--- src/rtl/rom_port_arbiter.sv ---
// Shares one ROM read port among N_REQ requesters with round-robin arbitration and a tag pipeline
// that returns read data in grant order. Define ROM_ARB_PRIO0_EN to give requester 0 fixed top priority.
module rom_port_arbiter #(
    parameter int N_REQ   = 4,
    parameter int ADDR_W  = 16,
    parameter int DATA_W  = 12,
    parameter int MEM_LAT = 2
) (
    input  logic                    clk,
    input  logic                    rst_n,
    input  logic [N_REQ-1:0]        req,
    input  logic [N_REQ*ADDR_W-1:0] addr,
    output logic [N_REQ-1:0]        gnt,
    output logic [N_REQ-1:0]        rvalid,
    output logic [DATA_W-1:0]       rdata,
    output logic                    mem_en,
    output logic [ADDR_W-1:0]       mem_addr,
    input  logic [DATA_W-1:0]       mem_rdata
);
    localparam int ID_W = (N_REQ > 1) ? $clog2(N_REQ) : 1;

    logic [1:0]        rst_sync;
    logic              arb_en;
    logic [ID_W-1:0]   last_gnt;
    logic [ID_W-1:0]   win_id;
    logic              win_any;
    logic              win_rr;
    logic              grant;
    logic [ADDR_W-1:0] win_addr;

    logic              tag_vld_p [0:MEM_LAT];
    logic [ID_W-1:0]   tag_id_p  [0:MEM_LAT];

    // Arbitration resumes only two clocks after reset release; assertion is immediate.
    always_ff @(posedge clk or negedge rst_n) begin
        if (!rst_n) rst_sync <= '0;
        else        rst_sync <= {rst_sync[0], 1'b1};
    end
    assign arb_en = rst_sync[1];

    always_comb begin
        logic [ID_W-1:0] cand;
        win_any  = 1'b0;
        win_rr   = 1'b0;
        win_id   = '0;
        cand     = '0;
        win_addr = '0;
`ifdef ROM_ARB_PRIO0_EN
        if (req[0]) begin
            win_any = 1'b1;
        end else begin
            // Pointer stays within 1..N_REQ-1, so requester 0 never disturbs the rotation.
            for (int i = 1; i < N_REQ; i++) begin
                cand = ID_W'(((int'(last_gnt) - 1 + i) % (N_REQ - 1)) + 1);
                if (!win_any && req[cand]) begin
                    win_any = 1'b1;
                    win_rr  = 1'b1;
                    win_id  = cand;
                end
            end
        end
`else
        for (int i = 1; i <= N_REQ; i++) begin
            cand = ID_W'((int'(last_gnt) + i) % N_REQ);
            if (!win_any && req[cand]) begin
                win_any = 1'b1;
                win_rr  = 1'b1;
                win_id  = cand;
            end
        end
`endif
        for (int i = 0; i < N_REQ; i++) begin
            if (win_id == ID_W'(i)) win_addr = addr[i*ADDR_W +: ADDR_W];
        end
        grant = arb_en && win_any;
        gnt   = '0;
        if (grant) gnt[win_id] = 1'b1;
    end

    // Stage p0: ROM request register, issued on the edge that consumes the grant
    always_ff @(posedge clk or negedge rst_n) begin
        if (!rst_n) begin
            last_gnt <= ID_W'(N_REQ - 1);
            mem_en   <= 1'b0;
            mem_addr <= '0;
        end else begin
            mem_en <= grant;
            if (grant)          mem_addr <= win_addr;
            if (grant && win_rr) last_gnt <= win_id;
        end
    end

    // Stages p0..pMEM_LAT: tag shadows the ROM so the last stage lines up with mem_rdata
    always_ff @(posedge clk or negedge rst_n) begin
        if (!rst_n) begin
            for (int k = 0; k <= MEM_LAT; k++) begin
                tag_vld_p[k] <= 1'b0;
                tag_id_p[k]  <= '0;
            end
        end else begin
            tag_vld_p[0] <= grant;
            tag_id_p[0]  <= win_id;
            for (int k = 1; k <= MEM_LAT; k++) begin
                tag_vld_p[k] <= tag_vld_p[k-1];
                tag_id_p[k]  <= tag_id_p[k-1];
            end
        end
    end

    // Output stage: register ROM data with its one-hot owner; rdata holds otherwise
    always_ff @(posedge clk or negedge rst_n) begin
        if (!rst_n) begin
            rvalid <= '0;
            rdata  <= '0;
        end else begin
            rvalid <= '0;
            if (tag_vld_p[MEM_LAT]) begin
                rvalid[tag_id_p[MEM_LAT]] <= 1'b1;
                rdata                     <= mem_rdata;
            end
        end
    end

endmodule

--- config.mk ---
export PLATFORM = sky130hd
export DESIGN_NAME = rom_port_arbiter
export DESIGN_NICKNAME = d
export VERILOG_FILES = /design/src/rtl/rom_port_arbiter.sv
export SDC_FILE = /design/constraint.sdc
export NUM_CORES = 1
export LEC_CHECK = 0
export CELL_PAD_IN_SITES_DETAIL_PLACEMENT = 1
export CELL_PAD_IN_SITES_GLOBAL_PLACEMENT = 1
export CORE_ASPECT_RATIO = 1.4
export CORE_MARGIN = 1
export CORE_UTILIZATION = 31
export DETAILED_ROUTE_END_ITERATION = 8
export PLACE_DENSITY_LB_ADDON = 0.05
export SLEW_MARGIN = 10
export SYNTH_ARGS = -nofsm -noshare
export SYNTH_HDL_FRONTEND = slang
export SYNTH_SLANG_ARGS = --single-unit
--- constraint.sdc ---
create_clock -name clk -period 5.39 [get_ports clk]
set_clock_uncertainty 0.05 [all_clocks]
set_input_delay 0.539 -clock clk [delete_from_list [all_inputs] [get_ports clk]]
set_output_delay 0.539 -clock clk [all_outputs]
set_load 0.02 [all_outputs]
==> results of run 1 <==
==> registers in the layout, indices dropped and copies added (netlist names) <==
signal	count
mem_addr	16
rst_sync	2
rdata	12
rvalid	4
tag_vld_p	3
last_gnt	2
tag_id_p	6
==> how the worst max path moves through the flow <==
stage                     slack [ns]                     from  depth (start not counted)     end
after floorplan                 3.04  last_gnt[1]$_DFFE_PN1P_                          7  gnt[3]
after global placement          1.72                   req[3]                          6  gnt[3]
after detailed placement        1.65                   req[3]                          6  gnt[0]
after CTS                       1.64                   req[3]                          6  gnt[0]
after global routing            1.49                   req[3]                          6  gnt[0]
final                           1.72                   req[3]                          6  gnt[0]
==> cell families (layout without fill, tap and decap cells) <==
group,Yosys count,count (layout),synth area share
buffers and inverters,10,128,0.0276
AO/OA/AOI/OAI,27,27,0.137
flip-flops,45,45,0.529
multiplexers,45,45,0.218
AND/OR/NAND/NOR,38,38,0.0863
other,1,1,0.00176
==> through the flow <==
step                      hold slack, ns  setup slack, ns
after floorplan                    0.193             3.04
after global placement             0.282             1.72
after detailed placement           0.294             1.65
after CTS                          0.308             1.64
after global routing               0.307             1.49
final                              0.306             1.72
==> layout by cell type, fill, tap and decap left out, types with 2 or more instances in the layout <==
cell type        instances
mux2i_1                 33
a221oi_2                 8
dfrtp_1                 43
nor2_1                  14
clkbuf_8                 5
nand2b_1                 4
mux2_2                  12
and3b_1                  2
o221ai_1                 8
dfstp_2                  2
a21o_1                   2
clkdlybuf4s50_1        117
nand2_1                 12
==> power groups by stage <==
stage | clock network (W) | logic (W) | registers (W)
finish | 0.000263 | 0.000417 | 0.000438
global route | 0.000285 | 0.000448 | 0.000447
global placement | 0 | 0.000420 | 0.000443
detailed placement | 0 | 0.000423 | 0.000447
floorplan | 0 | 0.000166 | 0.000494
CTS | 0.000272 | 0.000425 | 0.000440
==> worst max-delay path, stage by stage <==
cell	delay, ns
clkdlybuf4s50_1	0.54
o41ai_4	0.69
inv_2	0.26
nand3_1	0.38
nor2_1	0.08
clkdlybuf4s50_1	0.59
==> area by class of cell <==
type / count / share of cell area
Timing Repair Buffer: 119 / 0.337
Sequential cell: 45 / 0.322
Multi-Input combinational cell: 111 / 0.273
Tap cell: 92 / 0.0328
Clock buffer: 5 / 0.0196
Clock inverter: 3 / 0.0143
Inverter: 1 / 0.00107
==> routing by layer <==
layer  share of wire  track usage
met1            0.42        0.197
met2            0.48        0.260
met3           0.088       0.0572
met4           0.013       0.0498
met5               0            0
==> impl_results.md, run 1 <==
- First-pass GRT wire length: 8.96 mm
- Hold WC Path Type: flop to flop
- H-tree depth: 2
- Top-area cell type share of the netlist area: 0.505
- Number of max-cap violations: 0
- Max-slew headroom: 0.361
- R2R depth: 5
- RePlAce Congestion: 0.741
- Hpwl dp: 4.39 mm
- Ranking of synthesized cells by area: dfrtp_1 50%, mux2i_1 15%, mux2_2 6.3%
- Post-cts resize count: 0
- Gr usage total: 0.160
- Fraction of layout cells with a size suffix above 1: 0.130
- P_int: 0.000763 W
- DRC Markers: 0
- FF-to-FF setup slack: 2.87 ns
- Final count of hold timing violations: 0
- Core box area: 6610 sq um
- Violation count after the first detailed-routing iteration: 24
- Synth Area per Inst: 12.8 sq um
- Post-cts hold buffer count: 0
- Clock sink count: 45
- Worst vdd ir: 0.162 mV
- Die W: 72.1 um
- Ys async rst share: 1.00
- Vias in the first global route: 1,815
- HP Start: tag_vld_p[1]$_DFF_PN0_
- Clock share of power: 0.235
- Synth unique cells: 33
- CTS clock-pin slew for the worst setup and hold paths: 0.09 ns
- Reg power frac: 0.392
- Top-count cell post-synth: dfrtp_1
- Count of pins over their slew limit: 0
- ANT nets after route: 0
- Pwr/cell area: 318 nW/um^2
- Critical path class: input pin to output pin
- Setup tns final: 0 ns
- Status: finished clean
- Switching share of power: 0.317
- WHS Endpoint: tag_vld_p[0]$_DFF_PN0_
- Starting Density: 0.322
- Critical R2R Capture: mem_addr[4]$_DFFE_PN0N_
- Total power: 0.00112 W
- Clock tree from TritonCTS: done
- Vias per cell: 4.70
- Synth cell count leaders: 43 x dfrtp_1, 33 x mux2i_1, 14 x nor2_1
- Min cycle time layout: 3.67 ns
- Post-synth EDFFs: 0
- Row cnt: 35
- Final Cycle Share: 0.681
- Largest area contributor in the netlist: dfrtp_1
- CP Max Fanout: 15
- Placed insts: 368
- Sequential element share of the synthesized area: 0.529
- Vias: 1,768
- Net total in the final layout: 365
- Drt pass-1 iters: 3
- Worst slew pin tran: 0.959 ns
- RSZ-0062 raised after global routing: no
- Final setup vio count: 0
- CTS Buffer Depth: 2
- Grt ovf: 0
- Count of input and output buffers: 118
- Post-CTS Setup Bufs: 0
- Multi-input gate area: 960 sq um
- Wire per inst: 14.6 um
- Logic pwr share: 0.373
- Die Y: 100 um
- Root buffer cell: clkbuf_8
- Pin count of the biggest net entering global routing: 46
- Clk_lat worst skew: 0.30 ns
- Io pins: 119
- Dpl cell area: 3390 sq um
- Final non-filler cell area: 3510 sq um
- Reg-to-reg startpoint: last_gnt[1]$_DFFE_PN1P_
- Critical path capture point type: output pin
- Netlist Area Pre-Place: 2130 sq um
- Post-synth top flop: dfrtp_1
- Startpoint Class: input pin
- Leakage: 1.48 nW
- Fillers: 695
- Required time of the critical path: 4.80 ns
- Net Count, Synth: 248
- Sequential standard cell area: 1130 sq um
- Finished Core Util: 0.531
- N_diodes: 0
- YS warnings: 0
- Inserted Clock Buffers: 5
- CP arrival: 3.08 ns
- Final non-filler cell total: 376
- Post-Synthesis Cells: 166
- Net Sw Power: 0.000354 W
- Initial antenna violation count: 0
- Flops & latches, synth: 45
- Area grow syn2layout: 64.6%
- Achievable Freq: 272 MHz
- Total Die Area: 7220 sq um
- Hold-critical path depth: 0
- Final WL: 5.50 mm
(Power assumes the default switching activity.)
==> run 2: changes to the inputs <==
Settings changed: CORE_UTILIZATION 31 to 29.
Clock period 5.39 ns to 3.45 ns, I/O delays scaled along.
==> run 2 against run 1 <==
  * Critical path type unchanged
  * Final cell count grew 1.6%
  * Global-route usage grew 0.23 points
  * Sequential share of layout area decreased by 0.057 points
  * Utilization decreased by 3.0 points
  * Power rose by 51%
  * Largest cell class unchanged
  * Worst hold slack got worse by 0.15 ns
==> impl_results.md, run 2 (same netlist as run 1, synthesis figures left out) <==
- RSZ-0062 raised after global routing: no
- Pin count of the biggest net entering global routing: 46 (unchanged)
- Setup tns final: 0 ns (unchanged)
- Initial antenna violation count: 0 (unchanged)
- H-tree depth: 2 (unchanged)
- Post-cts hold buffer count: 0 (unchanged)
- Most frequent cells in the layout: 117 x clkdlybuf4s50_1, 43 x dfrtp_1, 33 x mux2i_1
- Hold WC Path Type: input pin to async pin
- Inserted Clock Buffers: 5 (unchanged)
- WP buf/inv: 2 (-1)
- CTS Buffer Depth: 2 (unchanged)
- Root buffer cell: clkbuf_8
- CP max stage cell: clkdlybuf4s50_1
- Worst slew pin tran: 0.995 ns (+0.0360 ns)
- DRC Markers: 0 (unchanged)
- Fillers: 766 (+10%)
- Switching share of power: 0.323 (+0.00619)
- Post-CTS Setup Bufs: 0 (unchanged)
- P_int: 0.00114 W (+49%)
- Final non-filler cell total: 382 (+1.6%)
- Total Die Area: 7700 sq um (+6.7%)
- Hpwl dp: 4.47 mm (+1.8%)
- Count of input and output buffers: 118 (unchanged)
- Finished Core Util: 0.500 (-0.0304)
- Final Cycle Share: 0.814
- Row cnt: 36 (+2.9%)
- Critical path capture point type: output pin
- Reg with most FFs: mem_addr
- Io pins: 119 (unchanged)
- Cell chain of the critical path: clkdlybuf4s50_1, nand3b_1, a31oi_4, nand2_1, a21oi_1, clkdlybuf4s50_1
- Net total in the final layout: 368 (+0.82%)
- Setup slack at placement: 0.578 ns (-1.08 ns)
- Die W: 74.5 um (+3.3%)
- Fraction of layout cells with a size suffix above 1: 0.139 (+0.00909)
- Starting Density: 0.303 (-0.0190)
- Violation count after the first detailed-routing iteration: 63 (+160%)
- CP arrival: 2.41 ns (-0.67 ns)
- Final setup vio count: 0 (unchanged)
- Achievable Freq: 356 MHz
- Startpoint Class: input pin
- Max reg flops: 16 (unchanged)
- Critical R2R Capture: mem_addr[4]$_DFFE_PN0N_
- Most common cell after layout, fill and taps aside: clkdlybuf4s50_1
- CP top delay family: buffers and inverters
- Max-slew headroom: 0.337 (-0.0240)
- Min cycle time layout: 2.81 ns
- N_diodes: 0 (unchanged)
- Number of max-cap violations: 0 (unchanged)
- ANT nets after route: 0 (unchanged)
- Clock share of power: 0.206 (-0.029)
- Clock tree from TritonCTS: done
- Drt pass-1 iters: 4 (+1)
- CP Max Fanout: 8 (-7)
- Setup ws final: 0.640 ns (-1.08 ns)
- Gr usage total: 0.162 (+0.00227)
- Clock sink count: 45 (unchanged)
- Reg-to-reg startpoint: last_gnt[1]$_DFFE_PN1P_
- RePlAce Congestion: 0.755 (+1.8%)
- Count of pins over their slew limit: 0 (unchanged)
- Clk_lat worst skew: 0.29 ns (about the same)
- Net Sw Power: 0.000544 W (+54%)
- Placed insts: 374 (+1.6%)
- Final count of hold timing violations: 0 (unchanged)
- Largest regs: mem_addr (16), rdata (12), tag_id_p (6)
- Vias: 1,774 (+0.34%)
- Area grow syn2layout: 64.9%
- Worst vdd ir: 0.247 mV (+52%)
- Most frequent CP cell: clkdlybuf4s50_1
- Status: finished clean
- Required time of the critical path: 3.05 ns (-1.75 ns)
- Reg power frac: 0.406 (+0.014)
- Die Y: 103 um (+3.3%)
- Grt ovf: 0 (unchanged)
- R2R depth: 5 (unchanged)
- Worst path max stage delay: 0.63 ns (-0.06 ns)
- Vias in the first global route: 1,901 (+4.7%)
- Leakage: 1.48 nW (+0.11%)
- Critical path class: input pin to output pin
- CTS clock-pin slew for the worst setup and hold paths: 0.09 ns (about the same)
- Final WL: 5.79 mm (+5.4%)
- First-pass GRT wire length: 9.23 mm (+2.9%)
- Core box area: 7030 sq um (+6.3%)
- Post-cts resize count: 0 (unchanged)
- Logic pwr share: 0.388 (+0.015)
- Pwr/cell area: 479 nW/um^2 (+50%)
- FF-to-FF setup slack: 1.37 ns (-1.50 ns)
- Wire per inst: 15.2 um (+3.7%)
- Vias per cell: 4.64 (-1.2%)
==> run 2: cell type report <==
class / instances / area (sq um) / share of cell area
Sequential cell: 45 / 1130 / 0.321
Clock buffer: 6 / 82.6 / 0.0235
Tap cell: 95 / 119 / 0.0338
Inverter: 1 / 3.75 / 0.00107
Clock inverter: 2 / 16.3 / 0.00463
Timing Repair Buffer: 122 / 1210 / 0.343
Multi-Input combinational cell: 111 / 960 / 0.273
==> run 2: power by group through the flow <==
stage	combinational (W)	sequential, W	clock [W]
2_1_floorplan	0.000259	0.000772	0
3_3_place_gp	0.000658	0.000691	0
3_5_place_dp	0.000666	0.000695	0
4_1_cts	0.000668	0.000686	0.000364
5_1_grt	0.000704	0.000700	0.000388
6_report	0.000655	0.000684	0.000346
==> run 2: metrics by stage <==
| step | instance area [sq um] | total power (W) | hold slack, ns |
|---|---|---|---|
| 3_5_place_dp | 3420 | 0.00136 | 0.286 |
| 2_1_floorplan | 2130 | 0.00103 | -0.000591 |
| 4_1_cts | 3520 | 0.00172 | 0.191 |
| 5_1_grt | 3520 | 0.00179 | 0.224 |
| 6_report | 3520 | 0.00168 | 0.159 |
| 3_3_place_gp | 3420 | 0.00135 | 0.282 |
==> run 2: worst max path at each step <==
stage                                        from     end  slack, ns  depth (start not counted)
after floorplan           last_gnt[1]$_DFFE_PN1P_  gnt[3]       1.29                          7
after global placement                     req[3]  gnt[3]       0.58                          6
after detailed placement                   req[3]  gnt[3]       0.58                          6
after CTS                                  req[3]  gnt[3]       0.57                          6
after global routing                       req[3]  gnt[3]       0.48                          6
final                                      req[3]  gnt[3]       0.64                          6
==> run 2: layer usage <==
layer,global-route usage,part of all wire
met5,0,0
met4,0.0479,0.0066
met3,0.0465,0.073
met2,0.281,0.52
met1,0.192,0.41
